===== config.mk =====
export PLATFORM = sky130hd
export DESIGN_NAME = npu_host_seq
export DESIGN_NICKNAME = d
export VERILOG_FILES = /design/src/rtl/npu_host_seq.sv
export SDC_FILE = /design/constraint.sdc
export NUM_CORES = 1
export LEC_CHECK = 0
export CAP_MARGIN = 20
export CORE_AREA = 2 2 742 744
export CTS_CLUSTER_DIAMETER = 50
export DETAILED_ROUTE_END_ITERATION = 16
export DIE_AREA = 0 0 744 746
export SYNTH_ARGS = -nofsm -noshare
export SYNTH_HDL_FRONTEND = slang
export SYNTH_SLANG_ARGS = --single-unit

===== constraint.sdc =====
create_clock -name clk -period 2.8 [get_ports clk]
set_input_delay 0.7 -clock clk [delete_from_list [all_inputs] [get_ports clk]]
set_output_delay 0.7 -clock clk [all_outputs]
set_load 0.005 [all_outputs]

===== src/rtl/npu_host_seq.sv =====
// Host-side NPU run sequencer: instruction load, lockstep input push,
// start pulse, then lockstep drain with a cross-port consistency check.
module npu_host_seq #(
    parameter int EW         = 8,
    parameter int DOTW       = 40,
    parameter int MICW       = 64,
    parameter int INST_ADDRW = 9,
    parameter int CNTW       = 16,
    parameter int CYCW       = 32
) (
    input  logic                  clk,
    input  logic                  rst,

    input  logic                  i_cmd_valid,
    output logic                  o_cmd_ready,
    input  logic [INST_ADDRW:0]   i_num_inst,
    input  logic [CNTW-1:0]       i_num_inputs,
    input  logic [CNTW-1:0]       i_num_outputs,
    input  logic [31:0]           i_pc_offset,

    input  logic                  i_inst_valid,
    output logic                  o_inst_ready,
    input  logic [MICW-1:0]       i_inst_data,
    output logic                  o_inst_wr_en,
    output logic [INST_ADDRW-1:0] o_inst_wr_addr,
    output logic [MICW-1:0]       o_inst_wr_data,

    input  logic                  i_in_valid,
    output logic                  o_in_ready,
    input  logic [EW*DOTW-1:0]    i_in_data,
    output logic                  o_ld_in_wr_en,
    output logic [EW*DOTW-1:0]    o_ld_in_wr_din,
    input  logic                  i_ld_in_wr_rdy0,
    input  logic                  i_ld_in_wr_rdy1,

    output logic                  o_start,
    output logic [31:0]           o_pc_start_offset,

    input  logic                  i_ld_out_rd_rdy0,
    input  logic                  i_ld_out_rd_rdy1,
    input  logic [EW*DOTW-1:0]    i_ld_out_rd_dout0,
    input  logic [EW*DOTW-1:0]    i_ld_out_rd_dout1,
    output logic                  o_ld_out_rd_en,

    output logic                  o_out_valid,
    input  logic                  i_out_ready,
    output logic [EW*DOTW-1:0]    o_out_data,

    output logic                  o_mismatch,
    output logic [CYCW-1:0]       o_cycles,
    output logic                  o_busy,
    output logic                  o_done
);

    localparam int VW = EW * DOTW;

    typedef enum logic [2:0] {
        S_IDLE,
        S_INST,
        S_INPUT,
        S_START,
        S_DRAIN,
        S_DONE
    } state_t;

    state_t state;
    state_t state_nxt;

    logic [INST_ADDRW:0]   num_inst_q;
    logic [CNTW-1:0]       num_in_q;
    logic [CNTW-1:0]       num_out_q;
    logic [INST_ADDRW-1:0] inst_addr;
    logic [CNTW-1:0]       in_cnt;
    logic [CNTW-1:0]       out_cnt;
    logic [31:0]           pc_q;
    logic [CYCW-1:0]       cycles_q;
    logic                  mismatch_q;
    logic                  out_valid_q;
    logic [VW-1:0]         out_data_q;

    logic cmd_ready;
    logic inst_ready;
    logic in_ready;
    logic rd_en;
    logic start;
    logic done;

    logic accept;
    logic inst_wr;
    logic in_wr;
    logic inst_zero;
    logic in_zero;
    logic out_zero;
    logic inst_last;
    logic in_last;
    logic out_last;
    logic both_in_rdy;
    logic both_out_rdy;
    logic counting;

    assign inst_zero    = (num_inst_q == '0);
    assign in_zero      = (num_in_q == '0);
    assign out_zero     = (num_out_q == '0);
    assign inst_last    = ({1'b0, inst_addr} == num_inst_q - 1'b1);
    assign in_last      = (in_cnt == num_in_q - 1'b1);
    assign out_last     = (out_cnt == num_out_q - 1'b1);
    assign both_in_rdy  = i_ld_in_wr_rdy0 & i_ld_in_wr_rdy1;
    assign both_out_rdy = i_ld_out_rd_rdy0 & i_ld_out_rd_rdy1;
    assign counting     = (state == S_START) || (state == S_DRAIN);

    assign accept  = cmd_ready & i_cmd_valid;
    assign inst_wr = inst_ready & i_inst_valid;
    assign in_wr   = in_ready & i_in_valid;

    // State register
    always_ff @(posedge clk or negedge rst) begin
        if (!rst) begin
            state <= S_IDLE;
        end else begin
            state <= state_nxt;
        end
    end

    // Next-state logic; zero-count phases still occupy one cycle
    always_comb begin
        state_nxt = state;
        unique case (state)
            S_IDLE: begin
                if (accept) state_nxt = S_INST;
            end
            S_INST: begin
                if (inst_zero || (inst_wr && inst_last))
                    state_nxt = S_INPUT;
            end
            S_INPUT: begin
                if (in_zero || (in_wr && in_last))
                    state_nxt = S_START;
            end
            S_START: begin
                state_nxt = S_DRAIN;
            end
            S_DRAIN: begin
                if (out_zero || (rd_en && out_last))
                    state_nxt = S_DONE;
            end
            S_DONE: begin
                if (!out_valid_q) state_nxt = S_IDLE;
            end
            default: begin
                state_nxt = S_IDLE;
            end
        endcase
    end

    // Output decode
    always_comb begin
        cmd_ready  = 1'b0;
        inst_ready = 1'b0;
        in_ready   = 1'b0;
        rd_en      = 1'b0;
        start      = 1'b0;
        done       = 1'b0;
        unique case (state)
            S_IDLE: begin
                cmd_ready = 1'b1;
            end
            S_INST: begin
                inst_ready = !inst_zero;
            end
            S_INPUT: begin
                in_ready = !in_zero && both_in_rdy;
            end
            S_START: begin
                start = 1'b1;
            end
            S_DRAIN: begin
                rd_en = !out_zero && both_out_rdy
                        && (!out_valid_q || i_out_ready);
            end
            S_DONE: begin
                done = !out_valid_q;
            end
            default: begin
                cmd_ready = 1'b0;
            end
        endcase
    end

    // Command latch and phase counters
    always_ff @(posedge clk or negedge rst) begin
        if (!rst) begin
            num_inst_q <= '0;
            num_in_q   <= '0;
            num_out_q  <= '0;
            pc_q       <= '0;
            inst_addr  <= '0;
            in_cnt     <= '0;
            out_cnt    <= '0;
        end else if (accept) begin
            num_inst_q <= i_num_inst;
            num_in_q   <= i_num_inputs;
            num_out_q  <= i_num_outputs;
            pc_q       <= i_pc_offset;
            inst_addr  <= '0;
            in_cnt     <= '0;
            out_cnt    <= '0;
        end else begin
            if (inst_wr) inst_addr <= inst_addr + 1'b1;
            if (in_wr)   in_cnt    <= in_cnt + 1'b1;
            if (rd_en)   out_cnt   <= out_cnt + 1'b1;
        end
    end

    // Run statistics held until the next accept
    always_ff @(posedge clk or negedge rst) begin
        if (!rst) begin
            cycles_q   <= '0;
            mismatch_q <= 1'b0;
        end else if (accept) begin
            cycles_q   <= '0;
            mismatch_q <= 1'b0;
        end else begin
            if (counting && !(&cycles_q))
                cycles_q <= cycles_q + 1'b1;
            if (rd_en && (i_ld_out_rd_dout0 != i_ld_out_rd_dout1))
                mismatch_q <= 1'b1;
        end
    end

    // Result register; a same-cycle read reloads instead of clearing
    always_ff @(posedge clk or negedge rst) begin
        if (!rst) begin
            out_valid_q <= 1'b0;
            out_data_q  <= '0;
        end else if (rd_en) begin
            out_valid_q <= 1'b1;
            out_data_q  <= i_ld_out_rd_dout0;
        end else if (i_out_ready) begin
            out_valid_q <= 1'b0;
        end
    end

    assign o_cmd_ready       = cmd_ready;
    assign o_inst_ready      = inst_ready;
    assign o_inst_wr_en      = inst_wr;
    assign o_inst_wr_addr    = inst_addr;
    assign o_inst_wr_data    = i_inst_data;
    assign o_in_ready        = in_ready;
    assign o_ld_in_wr_en     = in_wr;
    assign o_ld_in_wr_din    = i_in_data;
    assign o_start           = start;
    assign o_pc_start_offset = pc_q;
    assign o_ld_out_rd_en    = rd_en;
    assign o_out_valid       = out_valid_q;
    assign o_out_data        = out_data_q;
    assign o_mismatch        = mismatch_q;
    assign o_cycles          = cycles_q;
    assign o_busy            = (state != S_IDLE);
    assign o_done            = done;

endmodule


==> results of run 1 <==
==> cell families (layout without fill, tap and decap cells) <==
| kind of cell | after synthesis | after routing | synth area share |
|---|---|---|---|
| buffers and inverters | 547 | 1912 | 0.1347 |
| AND/OR/NAND/NOR | 1333 | 1333 | 0.2153 |
| multiplexers | 74 | 74 | 0.03127 |
| adder cells (fa/ha/maj) | 7 | 7 | 0.003326 |
| flip-flops | 472 | 472 | 0.4486 |
| other | 0 | 44 | 0 |
| AO/OA/AOI/OAI | 161 | 161 | 0.03940 |
| XOR/XNOR | 383 | 383 | 0.1274 |
==> area by class of cell <==
class                           count  area [um2]  share of cell area
Tap cell                         7261        9085              0.1699
Clock buffer                      118        2660             0.04975
Inverter                           55       217.7            0.004071
Multi-Input combinational cell   1958       11830              0.2212
Clock inverter                     63       813.3             0.01521
Sequential cell                   472       11820              0.2210
Timing Repair Buffer             1676       16940              0.3169
Antenna cell                       44       110.1            0.002059
==> state kept, by name, summed over array words and instances, names as in the netlist <==
name / count
o_out_valid: 1
out_cnt: 16
o_cycles: 32
num_in_q: 16
o_mismatch: 1
o_pc_start_offset: 32
in_cnt: 16
state: 3
num_out_q: 16
num_inst_q: 10
o_out_data: 320
o_inst_wr_addr: 9
==> report_power, final <==
group	total, mW	internal [mW]	switching (mW)	leakage (nW)
registers	11.7	9.70	1.99	6.04
logic	21.6	8.40	13.2	14.0
clock network	12.9	7.97	4.92	1.66
total	46.2	26.1	20.1	21.8
==> metal layers <==
layer | share of wire | vias to the layer above | global-route usage
met1 | 0.27 | 13090 | 0.1287
li1 | - | 11920 | -
met4 | 0.047 | 88 | 0.05589
met3 | 0.27 | 779 | 0.2004
met5 | 0.0022 | - | 0.005193
met2 | 0.40 | 2449 | 0.2370
==> worst max-delay path by stage <==
stage | cells after the start | end
floorplan | 9 | o_ld_out_rd_en
global placement | 13 | o_mismatch$_DFFE_PN0P_
detailed placement | 13 | o_mismatch$_DFFE_PN0P_
CTS | 7 | o_in_ready
global route | 7 | o_in_ready
finish | 7 | o_in_ready
==> through the flow <==
stage               cells  instance area [um2]
floorplan            2977                26340
global placement    11370                48350
detailed placement  11380                48450
CTS                 11590                52620
global route        11620                53410
finish              11650                53470
==> critical path: stages, from the launching register on <==
cell and delay, ns:
dfrtp_1 0.37, or3_4 0.39, or4_4 0.44, buf_6 0.14
nor3_4 0.10, or2_4 0.15, nor2_4 0.05, buf_12 0.15
==> placed cells by master, fill, tap and decap left out, types with 32 or more instances in the layout <==
cell	synthesis	final
nor4_1	53	32
xor2_1	200	188
buf_4	384	458
clkdlybuf4s50_1	0	906
dfrtp_1	472	469
o21ai_0	56	55
clkbuf_16	0	100
buf_12	0	101
nand2_1	982	962
diode_2	0	44
dlymetal6s2s_1	0	64
mux2_2	66	65
nand4_1	70	70
nand3_1	34	32
inv_1	55	48
nor2_1	96	92
dlygate4sd2_1	0	84
xnor2_1	183	172
==> what timing repair did <==
item | in CTS | in global routing
hold buffers | 1 | 0
cloned | 7 | 0
pin swaps | 16 | 41
resized for setup | 212 | 145
setup endpoints to repair | 305 | 42
endpoints found under the hold margin | 18 | 0
buffers inserted | 24 | 18
==> Yosys cell counts, types with 6 or more instances <==
| cell | instances | area [um2] |
|---|---|---|
| o21ai_0 | 56 | 280.3 |
| clkbuf_1 | 71 | 266.5 |
| nor3_1 | 17 | 85.08 |
| ha_1 | 7 | 87.58 |
| nand3b_1 | 6 | 45.04 |
| nor2_1 | 96 | 360.4 |
| or3_1 | 21 | 131.4 |
| nor4_1 | 53 | 331.6 |
| nand4_1 | 70 | 437.9 |
| dfrtp_1 | 472 | 11810 |
| or4_1 | 9 | 67.56 |
| buf_2 | 30 | 150.1 |
| a31oi_1 | 6 | 37.54 |
| xnor2_1 | 183 | 1603 |
| mux2i_1 | 8 | 80.08 |
| mux2_2 | 66 | 743.2 |
| nand3_1 | 34 | 170.2 |
| o22ai_1 | 14 | 87.58 |
| nand2_1 | 982 | 3686 |
| and3_1 | 13 | 81.33 |
| inv_1 | 55 | 206.5 |
| a221oi_1 | 11 | 96.34 |
| xor2_1 | 200 | 1752 |
| a21oi_1 | 27 | 135.1 |
| buf_4 | 384 | 2883 |
==> flow_metrics.env, run 1 <==
export IMPL_fin_crit_sh=1.205
export IMPL_synth_edf_count=0
export IMPL_clkTransAtPathRegs_ns=0.05
export IMPL_timing_final_ws_setup_ns=-0.5741
export IMPL_p_total_mw=46.16
export IMPL_slew_viol_final=0
export IMPL_r2r_slack_ns=-0.05
export IMPL_async_flop_share=1.000
export IMPL_slew_headroom=0.4117
export IMPL_worstPathRequired_ns=2.10
export IMPL_postSynthAreaPerCell_um2=8.844
export IMPL_rows=272
export IMPL_violations="negative setup slack"
export IMPL_min_from="i_ld_out_rd_dout0[119]"
export IMPL_nets=5378
export IMPL_fillers=63370
export IMPL_gp_congestion=0.9895
export IMPL_cts_buffers=100
export IMPL_wl_per_cell_um=39.90
export IMPL_start_kind="flop"
export IMPL_hold_path_end="o_out_data[119]$_DFFE_PN0P_"
export IMPL_arrival_ns=2.67
export IMPL_overflow=0
export IMPL_period_needed_ns=3.374
export IMPL_rr_endpoint="state[0]$_DFFE_PN0P_"
export IMPL_drt_pass1_iterations=5
export IMPL_setup_tns_ns=-2.178
export IMPL_hold_depth=3
export IMPL_drive_gt1_frac=0.2259
export IMPL_status="finished with violations"
export IMPL_irDropWorstVdd_mv=0.6238
export IMPL_pin_count=1896
export IMPL_synth_cell_type_count=66
export IMPL_cap_violations=0
export IMPL_antenna_left=0
export IMPL_hold_ws_ns=0.1863
export IMPL_syn_inst=2977
export IMPL_die_h_um=746
export IMPL_io_buffer_count=1127
export IMPL_grt_pass1_wl_mm=527.6
export IMPL_setup_viol=8
export IMPL_cts_htree_levels=3
export IMPL_viasPerCell=2.432
export IMPL_synth_area_um2=26330
export IMPL_fin_util=0.09771
export IMPL_dpl_hpwl_mm=431.3
export IMPL_clock_latency_ns=0.87
export IMPL_die_x_um=744
export IMPL_clk_path_buf_depth=4
export IMPL_grtUsageTotal=0.1613
export IMPL_cts_tree="yes"
export IMPL_rr_startpoint="num_inst_q[0]$_DFFE_PN0P_"
export IMPL_p_leak_nw=21.75
export IMPL_worstMarginPinSlew_ns=0.8885
export IMPL_core_area_um2=547200
export IMPL_yosys_most_used_dff="dfrtp_1"
export IMPL_clock_sinks=472
export IMPL_place_ws_ns=-2.174
export IMPL_vias=28330
export IMPL_ys_seq_elements=472
export IMPL_dieArea_um2=555000
export IMPL_hold_path_class="primary input to flop"
export IMPL_drc_errors=0
export IMPL_syn2layout_area_growth_pct=103.1
export IMPL_antenna_found_initial=234
export IMPL_start_util=0.04811
export IMPL_fmax_mhz=296.4
export IMPL_r2r_cells=10
export IMPL_cp_startpoint="num_in_q[10]$_DFFE_PN0P_"
export IMPL_cts_root_buffer="clkbuf_16"
export IMPL_powerDensity_nw_per_um2=863.3
export IMPL_syn_nets=4092
export IMPL_yosysWarnings=0
export IMPL_grt_pass1_vias=28770
export IMPL_finClkSkew_ns=0.06038
export IMPL_wirelength_mm=464.7
export IMPL_grt_max_degree=75
export IMPL_grt_setup_unrepaired="true"
export IMPL_yosysSeqAreaShare=0.4486
export IMPL_drt_iter0_drc=1525
export IMPL_final_hold_viol_count=0
export IMPL_crit_type="flop to output pin"
export IMPL_crit_fanout=2
export IMPL_cp_end_kind="output pin"
(Power assumes the default switching activity.)
==> inputs of run 2 (changes only) <==
--- a/config.mk
+++ b/config.mk
@@ -10,6 +10,8 @@
 export CTS_CLUSTER_DIAMETER = 50
 export DETAILED_ROUTE_END_ITERATION = 16
 export DIE_AREA = 0 0 744 746
+export MAX_ROUTING_LAYER = met4
+export SLEW_MARGIN = 5
 export SYNTH_ARGS = -nofsm -noshare
 export SYNTH_HDL_FRONTEND = slang
 export SYNTH_SLANG_ARGS = --single-unit
==> run 2 against run 1 <==
  * The run now fails in 5_2_route
  * Synthesized cell count is the same
  * Area after synthesis is the same
  * Global-route usage grew 0.43 points
==> flow_metrics.env, run 2 <==
export IMPL_yosys_most_used_dff="dfrtp_1"
export IMPL_placed_cell_area_um2=48360
export IMPL_cts_root_buffer="clkbuf_16"
export IMPL_cts_htree_levels=3
export IMPL_io_buffer_count=1127
export IMPL_clk_path_buf_depth=4
export IMPL_rows=272
export IMPL_synth_edf_count=0
export IMPL_grt_pass1_wl_mm=526.1
export IMPL_crit_endpoint="o_in_ready"
export IMPL_yosys_top_cells_count="nand2_1, dfrtp_1, buf_4, xor2_1, xnor2_1"
export IMPL_synth_top_area_cell="dfrtp_1"
export IMPL_dpl_hpwl_mm=431.6
export IMPL_haltStage="5_2_route"
export IMPL_status="did not finish"
export IMPL_grt_pass1_vias=28940
export IMPL_error="[ERROR DRT-0255] Maze Route cannot find path of net i_inst_data[4] in worker of routeBox ( 724500 289800 ) ( 744000 338100 )."
export IMPL_postSynthAreaPerCell_um2=8.844
export IMPL_ys_seq_elements=472
export IMPL_yosysSeqAreaShare=0.4486
export IMPL_yosysMostFrequentCell="nand2_1"
export IMPL_clock_sinks=472
export IMPL_cts_buffers=104
export IMPL_die_x_um=744
export IMPL_pin_count=1896
export IMPL_synthTopCellsByArea="dfrtp_1, nand2_1, buf_4, xor2_1, xnor2_1"
export IMPL_start_util=0.04811
export IMPL_grtUsageTotal=0.1656
export IMPL_antenna_found_initial=229
export IMPL_synth_cell_type_count=66
export IMPL_syn_nets=4092
export IMPL_synth_area_um2=26330
export IMPL_async_flop_share=1.000
export IMPL_dp_cells=11360
export IMPL_syn_inst=2977
export IMPL_worst_endpoint_kind="top-level output"
export IMPL_synth_top_area_frac=0.4486
export IMPL_yosysWarnings=0
export IMPL_grt_max_degree=65
export IMPL_die_h_um=746
export IMPL_gp_congestion=1.014
export IMPL_overflow=0
## run 2: what timing repair did
item | in CTS | in global routing
hold buffers | 1 | 0
setup buffers | 18 | 21
pin swaps | 43 | 21
setup endpoints to repair | 345 | 114
resized for setup | 222 | 85
hold endpoints to repair | 18 | 0
cloned | 1 | 7
## run 2: logic make-up after synthesis
family	count (synthesis)	synth area share
fa+ha+maj	7	0.003326
mux	74	0.03127
simple gates	1333	0.2153
compound gates	161	0.03940
flops	472	0.4486
buf+inv	547	0.1347
xor+xnor	383	0.1274
## run 2: through the flow
step / setup TNS (ns) / setup WS, ns / util
2_1_floorplan: 0 / 0.02523 / -
3_3_place_gp: -152.37 / -2.099 / 0.08821
3_5_place_dp: -133.55 / -1.744 / 0.08837
4_1_cts: -3.766 / -0.7605 / 0.09569
5_1_grt: -3.740 / -0.7526 / 0.09733
## run 2: layer usage
layer,global-route usage
met2,0.2340
met4,0.05717
met3,0.1997
met5,-
met1,0.1302
==> inputs of run 3 (changes only) <==
--- a/config.mk
+++ b/config.mk
@@ -6,11 +6,10 @@
 export NUM_CORES = 1
 export LEC_CHECK = 0
 export CAP_MARGIN = 20
-export CORE_AREA = 2 2 742 744
-export CTS_CLUSTER_DIAMETER = 50
+export CORE_AREA = 2 2 731 733
 export DETAILED_ROUTE_END_ITERATION = 16
-export DIE_AREA = 0 0 744 746
-export MAX_ROUTING_LAYER = met4
+export DIE_AREA = 0 0 733 735
+export PLACE_DENSITY_LB_ADDON = 0.15
 export SLEW_MARGIN = 5
 export SYNTH_ARGS = -nofsm -noshare
 export SYNTH_HDL_FRONTEND = slang
==> constraint.sdc (replaced) <==
create_clock -name clk -period 3.6 [get_ports clk]
set_input_delay 0.9 -clock clk [delete_from_list [all_inputs] [get_ports clk]]
set_output_delay 0.9 -clock clk [all_outputs]
set_load 0.005 [all_outputs]
==> run 3 against run 2 <==
  * The run now ends clean
  * Global-route usage is 5.3 points lower
==> flow_metrics.env, run 3 (same netlist as run 1, synthesis figures left out) <==
export IMPL_period_needed_ns=3.429
export IMPL_cpMaxStageDelayCell="or4_4"
export IMPL_rows=268
export IMPL_min_from="o_out_data[49]$_DFFE_PN0P_"
export IMPL_slew_viol_final=0
export IMPL_clock_latency_ns=0.86
export IMPL_drive_gt1_frac=0.1539
export IMPL_pin_count=1896
export IMPL_grtUsageTotal=0.1124
export IMPL_design_area_um2=49800
export IMPL_maxUsedRoutingLayer="met5"
export IMPL_fin_util=0.09375
export IMPL_dieArea_um2=538800
export IMPL_cp_end_kind="output pin"
export IMPL_final_hold_viol_count=0
export IMPL_timing_final_ws_setup_ns=0.1711
export IMPL_hold_path_class="flop to flop"
export IMPL_r2r_cells=14
export IMPL_cts_tree="yes"
export IMPL_crit_fanout=4
export IMPL_fin_crit_sh=0.9525
export IMPL_setup_tns_ns=0
export IMPL_crit_chain="or3_4, or4_4, nor3_4, or2_4, nor2_2, buf_2"
export IMPL_antenna_found_initial=133
export IMPL_gp_congestion=0.9089
export IMPL_met1_length_mm=113.8
export IMPL_largest_reg_flops=320
export IMPL_syn2layout_area_growth_pct=89.13
export IMPL_rr_endpoint="state[0]$_DFFE_PN0P_"
export IMPL_r2r_slack_ns=0.35
export IMPL_hold_depth=2
export IMPL_vias=26040
export IMPL_worstPathRequired_ns=2.70
export IMPL_crit_type="flop to output pin"
export IMPL_stdcell_count=11160
export IMPL_start_kind="flop"
export IMPL_hold_ws_ns=0.4699
export IMPL_grt_pass1_wl_mm=380.3
export IMPL_fillers=61710
export IMPL_wl_met3_mm=50.24
export IMPL_powerDensity_nw_per_um2=665.0
export IMPL_final_cell_mix="clkdlybuf4s50_1, nand2_1, dfrtp_1"
export IMPL_clock_sinks=472
export IMPL_p_total_mw=33.11
export IMPL_wirelength_mm=313.2
export IMPL_drc_errors=0
export IMPL_cts_buffers=86
export IMPL_clk_path_buf_depth=4
export IMPL_grt_setup_unrepaired="false"
export IMPL_wl_per_cell_um=28.06
export IMPL_place_ws_ns=-1.490
export IMPL_worst_path_buf_inv=1
export IMPL_rr_startpoint="num_out_q[1]$_DFFE_PN0P_"
export IMPL_die_x_um=733
export IMPL_grt_max_degree=113
export IMPL_status="complete, no violations"
export IMPL_max_stage_delay_ns=0.48
export IMPL_cts_htree_levels=3
export IMPL_placed_cell_area_um2=46450
export IMPL_fmax_mhz=291.6
export IMPL_setup_viol=0
export IMPL_final_common_cell="clkdlybuf4s50_1"
export IMPL_p_leak_nw=19.04
export IMPL_hold_path_end="o_out_data[49]$_DFFE_PN0P_"
export IMPL_arrival_ns=2.53
export IMPL_irDropWorstVdd_mv=0.3445
export IMPL_cp_top_family="simple AND/OR/NAND/NOR gates"
export IMPL_clkTransAtPathRegs_ns=0.06
export IMPL_slew_headroom=0.2109
export IMPL_grt_pass1_vias=28770
export IMPL_antenna_left=0
export IMPL_dr_wl_met2_mm=138.0
export IMPL_io_buffer_count=1127
export IMPL_viasPerCell=2.332
export IMPL_start_util=0.04957
export IMPL_finClkSkew_ns=0.1074
export IMPL_drt_iter0_drc=941
export IMPL_overflow=0
export IMPL_core_area_um2=531100
export IMPL_dpl_hpwl_mm=277.0
export IMPL_dp_cells=10970
export IMPL_drt_pass1_iterations=5
export IMPL_nets=5168
export IMPL_cap_violations=0
export IMPL_worstMarginPinSlew_ns=1.184
export IMPL_die_h_um=735
export IMPL_cts_root_buffer="clkbuf_16"
run 3: metal layers:
metal / track usage / vias to the layer above
li1: - / 11470
met2: 0.1782 / 1605
met5: 0.003086 / -
met3: 0.08360 / 494
met4: 0.03099 / 78
met1: 0.1166 / 12390
run 3: how the worst max path moves through the flow:
stage	to	from	slack, ns	cells after the start
global placement	o_mismatch$_DFFE_PN0P_	i_ld_out_rd_dout0[197]	-3.02	11
detailed placement	o_mismatch$_DFFE_PN0P_	i_ld_out_rd_dout0[43]	-1.49	11
CTS	o_ld_in_wr_en	num_in_q[9]$_DFFE_PN0P_	-0.02	4
floorplan	o_ld_out_rd_en	num_out_q[0]$_DFFE_PN0P_	0.52	9
global route	o_mismatch$_DFFE_PN0P_	i_ld_out_rd_dout1[197]	0.001	13
finish	o_in_ready	num_in_q[9]$_DFFE_PN0P_	0.17	6
run 3: layout make-up:
class                           instances  area [um2]  share of cell area
Sequential cell                       472       11810              0.2372
Multi-Input combinational cell       1958       11350              0.2278
Inverter                               55       214.0            0.004297
Timing Repair Buffer                 1480       14580              0.2928
Clock inverter                         32       539.3             0.01083
Tap cell                             7020        8783              0.1764
Clock buffer                          117        2450             0.04920
Antenna cell                           28       70.07            0.001407
run 3: worst register-to-register path, stage by stage, from the launching register on:
cell and delay [ns]:
dfrtp_1 0.40, inv_2 0.08, ha_4 0.14, or4b_4 0.50, nor3_4 0.26, buf_4 0.14
buf_4 0.12, xor2_1 0.06, o31ai_1 0.28, o22ai_1 0.18, nor4_2 0.36, buf_4 0.18
a21oi_1 0.10, buf_12 0.16, o31ai_2 0.21
run 3: repair_timing:
action | CTS | global route
hold buffers | 1 | 0
buffers inserted | 9 | 3
gates resized for setup | 42 | 8
endpoints found under the setup margin | 6 | 5
endpoints found under the hold margin | 6 | 0
pin swaps | 10 | 5
run 3: report_power, final:
part,leakage (nW),internal (mW),switching [mW],total (mW)
clock,1.45,5.62,3.60,9.22
combinational,11.5,6.27,8.32,14.6
sequential,6.04,7.54,1.76,9.30
total,19.0,19.4,13.7,33.1
==> inputs of run 4 (changes only) <==
--- a/config.mk
+++ b/config.mk
@@ -5,6 +5,7 @@
 export SDC_FILE = /design/constraint.sdc
 export NUM_CORES = 1
 export LEC_CHECK = 0
+export ABC_CLOCK_PERIOD_IN_PS = 3600
 export CAP_MARGIN = 20
 export CORE_AREA = 2 2 731 733
 export DETAILED_ROUTE_END_ITERATION = 16
==> results of run 4 <==
Same layout as run 3: the final DEF is identical, and so are final timing and power.
==> RTL change 1: new RTL, config.mk and constraints of run 3 <==
Change the parameter `INST_ADDRW` from 9 to 11.
--- a/src/rtl/npu_host_seq.sv
+++ b/src/rtl/npu_host_seq.sv
@@ -5,5 +5,5 @@
     parameter int DOTW       = 40,
     parameter int MICW       = 64,
-    parameter int INST_ADDRW = 9,
+    parameter int INST_ADDRW = 11,
     parameter int CNTW       = 16,
     parameter int CYCW       = 32
Ports: changed (resized i_num_inst and o_inst_wr_addr); port bits go from 1896 to 1900. The function was not compared with the original's and may differ.
==> RTL change 1 against run 3 <==
  * The run now ends with negative setup slack left
  * Setup slack got worse by 530 ps
  * Total power down 3.6%
  * Design area down 0.32%
  * Sequential cell count is 4 higher
  * Critical path type unchanged
  * Area after synthesis up 1.4%
  * Sequential share of layout area increased by 0.29 points
  * Global-route usage hardly changed
  * Wire length fell by 0.27%
==> RTL change 1: results (changes against run 3) <==
[run_status]
status = complete, but fails checks  ; was finished, final reports clean
violations = negative setup slack

[grt]
met3_usage = 0.0742  ; was 0.0836
antenna_found_initial = 157  ; was 133
met2_usage = 0.180  ; was 0.178
track_usage = 0.112  ; about the same
use_met1 = 0.114  ; was 0.117
grt_pass1_vias = 28414  ; was 28773

[final_layout]
nNonClkBuffers = 1455  ; was 1480
multi_input_area_sq_mm = 0.0113  ; about the same
n_fill_cell = 61862  ; was 61712
drive_above_1_share = 0.147  ; was 0.154
buffer_area_frac = 0.291  ; was 0.293
nets = 5166  ; was 5168
final-clk-cell-share = 0.0567  ; was 0.0600
diodes = 24  ; was 28
sh_seq_area = 0.240  ; was 0.237
multi_input_area_share = 0.228  ; about the same

[logic_synthesis]
syn_inst = 2997  ; was 2977
synth_nets = 4114  ; was 4092
syn_area_per_cell_sq_um = 8.91  ; was 8.84 sq um
yosys.cell_types.count = 58  ; was 66
yosysSeqAreaShare = 0.446  ; was 0.449
synth-compound-area-share = 0.0344  ; was 0.0394
synth.area.top_cells = dfrtp_1 45%, nand2_1 14%, buf_4 12%, xor2_1 9.4%, xnor2_1 3.3%  ; was dfrtp_1 45%, nand2_1 14%, buf_4 11%, xor2_1 6.7%, xnor2_1 6.1%
synth_common_cells = 974 x nand2_1, 476 x dfrtp_1, 411 x buf_4, 286 x xor2_1, 101 x xnor2_1  ; was 982 x nand2_1, 472 x dfrtp_1, 384 x buf_4, 200 x xor2_1, 183 x xnor2_1

[critical_path]
crit_start = num_out_q[6]  ; was num_in_q[9]
cp_max_fo = 2  ; was 4
crit_end = o_ld_out_rd_en  ; was o_in_ready
reg2reg_to = num_in_q[0]  ; was state[0]
crit-reg2reg-launch = num_in_q[0]  ; was num_out_q[1]
slowest_delay_ps = 540  ; was 480 ps
r2r_cells = 26  ; was 14

[detailed_routing]
drt-total-wl_mm = 312  ; was 313 mm
met3_length_mm = 45.7  ; was 50.2 mm
met2_length_mm = 140  ; was 138 mm
drt_iter0_markers = 1055  ; was 941
vias = 26191  ; was 26035

[worst_hold_path]
hp-class = input pin to asynchronous set/reset pin  ; was flop to flop

[placed_design]
dpl_worst_slack_ps = -1040  ; was -1490 ps
post_dp_cell_area_sq_mm = 0.0463  ; was 0.0465 sq mm
dp.cells = 10934  ; was 10972
portBuffers = 1131  ; was 1127
dp_hpwl_mm = 274  ; was 277 mm

[power_and_ir_drop]
peakVddDrop_v = 0.000334  ; was 0.000344 V
p_int_mw = 18.8  ; was 19.4 mW
cellLeakagePower_nw = 19.2  ; was 19.0 nW
total_power_mw = 31.9  ; was 33.1 mW

[timing]
finClkSkew_ps = 77.4  ; was 107 ps
fin_setup_tns_ps = -362  ; was 0 ps
setup_viol = 1  ; was 0
whs_ps = 192  ; was 470 ps
slew_headroom = 0.315  ; was 0.211
fin_ws_ps = -362  ; was 171 ps

==> RTL change 1: changes by cell type after synthesis, sizes merged, moves of 8 or more <==
cell / change
inv: +17
nor2: -10
clkbuf: -30
nor4: +31
nand4: -18
nand2: -8
xnor2: -82
buf: +29
xor2: +86
==> RTL change 1: kinds of logic (layout without fill, tap and decap cells) <==
kind of cell | after synthesis | in the layout
and+or+nand+nor | 1338 | 1338
buffers and inverters | 563 | 1679
DFF | 476 | 476
xor gates and xnor gates | 387 | 387
AOI/OAI and AO/OA | 145 | 145
muxes | 81 | 81
adders and majority gates | 7 | 7
other | 0 | 24
==> RTL change 1: worst max-delay path: cells and delay by family, from the launching register on <==
family,cells,cell delay (ps)
AND/OR/NAND/NOR,3,1220
AO/OA/AOI/OAI,1,330
buffers and inverters,3,340
flip-flops,1,370
==> RTL change 1: timing repair <==
item | 4_1_cts | 5_1_grt
buffers inserted | 43 | 8
setup endpoints to repair | 169 | 27
gates resized for setup | 40 | 8
pin swaps | 11 | 5
==> RTL change 2: new RTL, settings of run 3 <==
Without the edit above. Reset style: synchronous (`rst`), changed in 4 clocked blocks.
--- a/src/rtl/npu_host_seq.sv
+++ b/src/rtl/npu_host_seq.sv
@@ -114,5 +114,5 @@
 
     // State register
-    always_ff @(posedge clk or negedge rst) begin
+    always_ff @(posedge clk) begin
         if (!rst) begin
             state <= S_IDLE;
@@ -188,5 +188,5 @@
 
     // Command latch and phase counters
-    always_ff @(posedge clk or negedge rst) begin
+    always_ff @(posedge clk) begin
         if (!rst) begin
             num_inst_q <= '0;
@@ -213,5 +213,5 @@
 
     // Run statistics held until the next accept
-    always_ff @(posedge clk or negedge rst) begin
+    always_ff @(posedge clk) begin
         if (!rst) begin
             cycles_q   <= '0;
@@ -229,5 +229,5 @@
 
     // Result register; a same-cycle read reloads instead of clearing
-    always_ff @(posedge clk or negedge rst) begin
+    always_ff @(posedge clk) begin
         if (!rst) begin
             out_valid_q <= 1'b0;
Formal check against the unedited RTL: not equivalent (a bounded check fails within 4 cycles, from zero or initial values and one cycle with rst low; the reset may be asserted at any time).
==> RTL change 2 against run 3 <==
  * The flow now finishes with violations (negative setup slack)
  * Sequential cell count unchanged
  * Wire length increased by 8.1%
  * Area after synthesis decreased by 1.7%
  * Setup slack got worse by 300 ps
  * Final cell count increased by 1.1%
  * Sequential share of layout area decreased by 4.3 points
  * Critical path depth increased by 1
  * Die area unchanged
  * Core utilization decreased by 0.21 points
  * Design area decreased by 2.3%
  * Highest routed layer unchanged
Power is not compared: it rests on default switching activity, and its combinational part moved more than twofold at a synthesized area within 25%.
==> RTL change 2: results (changes against run 3) <==
[final_layout]
syn_to_final_growth_pct = 88.0  ; was 89.1%
final-clk-cell-share = 0.0614  ; was 0.0600
drive_above_1_share = 0.129  ; was 0.154
num-multi-input-gates = 2123  ; was 1958
n_fill_cell = 61955  ; was 61712
multi_input_area_sq_mm = 0.0130  ; was 0.0113 sq mm
buffer_area_frac = 0.290  ; was 0.293
sh_seq_area = 0.194  ; was 0.237
nets = 5285  ; was 5168
diodes = 31  ; was 28
nClkBuffers = 123  ; was 117
inverters_excl_clock = 45  ; was 55
largest_register_ffs = 320  ; unchanged
nNonClkBuffers = 1439  ; was 1480

[logic_synthesis]
async_flop_share = 0  ; was 1.00
ys_ff_latch = 472  ; unchanged
synth.area.top_cells = dfxtp_1 37%, nand2_1 12%, a21boi_0 12%, buf_4 11%, xor2_1 7.7%  ; was dfrtp_1 45%, nand2_1 14%, buf_4 11%, xor2_1 6.7%, xnor2_1 6.1%
syn_inst = 3188  ; was 2977
yosys.cell_types.count = 76  ; was 66
synth_common_cells = 836 x nand2_1, 472 x dfxtp_1, 398 x a21boi_0, 385 x buf_4, 228 x xor2_1  ; was 982 x nand2_1, 472 x dfrtp_1, 384 x buf_4, 200 x xor2_1, 183 x xnor2_1
yosys.area.top_type_share = 0.365  ; was 0.449
yosysSeqAreaShare = 0.365  ; was 0.449
ys_warn_count = 0  ; unchanged
synth_nets = 4303  ; was 4092

[critical_path]
cp_max_fo = 3  ; was 4
slowest_delay_ps = 550  ; was 480 ps

[clocking]
clk_path_buf_depth = 4  ; unchanged
clk_pin_slew_worst_paths_ps = 60  ; about the same
numCtsBuffers = 89  ; was 86
cts_root_buffer = clkbuf_16  ; unchanged
clk_latency_ps = 820  ; was 860 ps

[timing]
max_slew.worst_pin.slew_ps = 1050  ; was 1180 ps
setup_viol = 2  ; was 0
fin_setup_tns_ps = -161  ; was 0 ps
fin_ws_ps = -131  ; was 171 ps
finClkSkew_ps = 51.8  ; was 107 ps

[detailed_routing]
vias = 27414  ; was 26035
drt-total-wl_mm = 339  ; was 313 mm
drt_iter0_markers = 1137  ; was 941
wire_per_inst_um = 30.0  ; was 28.1 um

[grt]
grt_pass1_wl_mm = 405  ; was 380 mm
grt_pass1_vias = 29006  ; was 28773
track_usage = 0.121  ; was 0.112
antenna_found_initial = 189  ; was 133
grt_max_degree = 93  ; was 113

[run_status]
status = complete, but fails checks  ; was finished, final reports clean
violations = negative setup slack

[die]
dieWidth_um = 733  ; unchanged

[placed_design]
dpl_worst_slack_ps = -1050  ; was -1490 ps
globalplace.congestion = 0.882  ; was 0.909
dp_hpwl_mm = 302  ; was 277 mm
portBuffers = 1127  ; unchanged
post_dp_cell_area_sq_mm = 0.0454  ; was 0.0465 sq mm
dp.cells = 11092  ; was 10972

[power_and_ir_drop]
cellLeakagePower_nw = 14.8
p_int_mw = 13.2

## RTL change 2: what timing repair did
item,in CTS,in global routing
setup endpoints to repair,7,6
pin swaps,11,6
setup buffers,8,0
gates cloned,0,0
resized for setup,38,2
## RTL change 2: final timing paths
check	start	to	slack, ps	depth (start not counted)
max	num_in_q[6]	o_in_ready	-130	7
max reg2reg	num_out_q[2]	state[2]	470	9
min reg2reg	o_pc_start_offset[12]	o_pc_start_offset[12]	460	2
min	o_pc_start_offset[12]	o_pc_start_offset[12]	460	2
## RTL change 2: logic make-up after synthesis
kind of cell | Yosys count | synth area share
mux | 7 | 0.00276
xor+xnor | 398 | 0.135
simple gates | 1195 | 0.201
fa+ha+maj | 7 | 0.00338
buf+inv | 593 | 0.144
compound gates | 516 | 0.149
flops | 472 | 0.365
## RTL change 2: layer usage
metal  routed length, um  global-route usage
met1              119000               0.124
met5                 507            0.000176
met3               52300              0.0818
met4               16500              0.0453
met2              150000               0.195
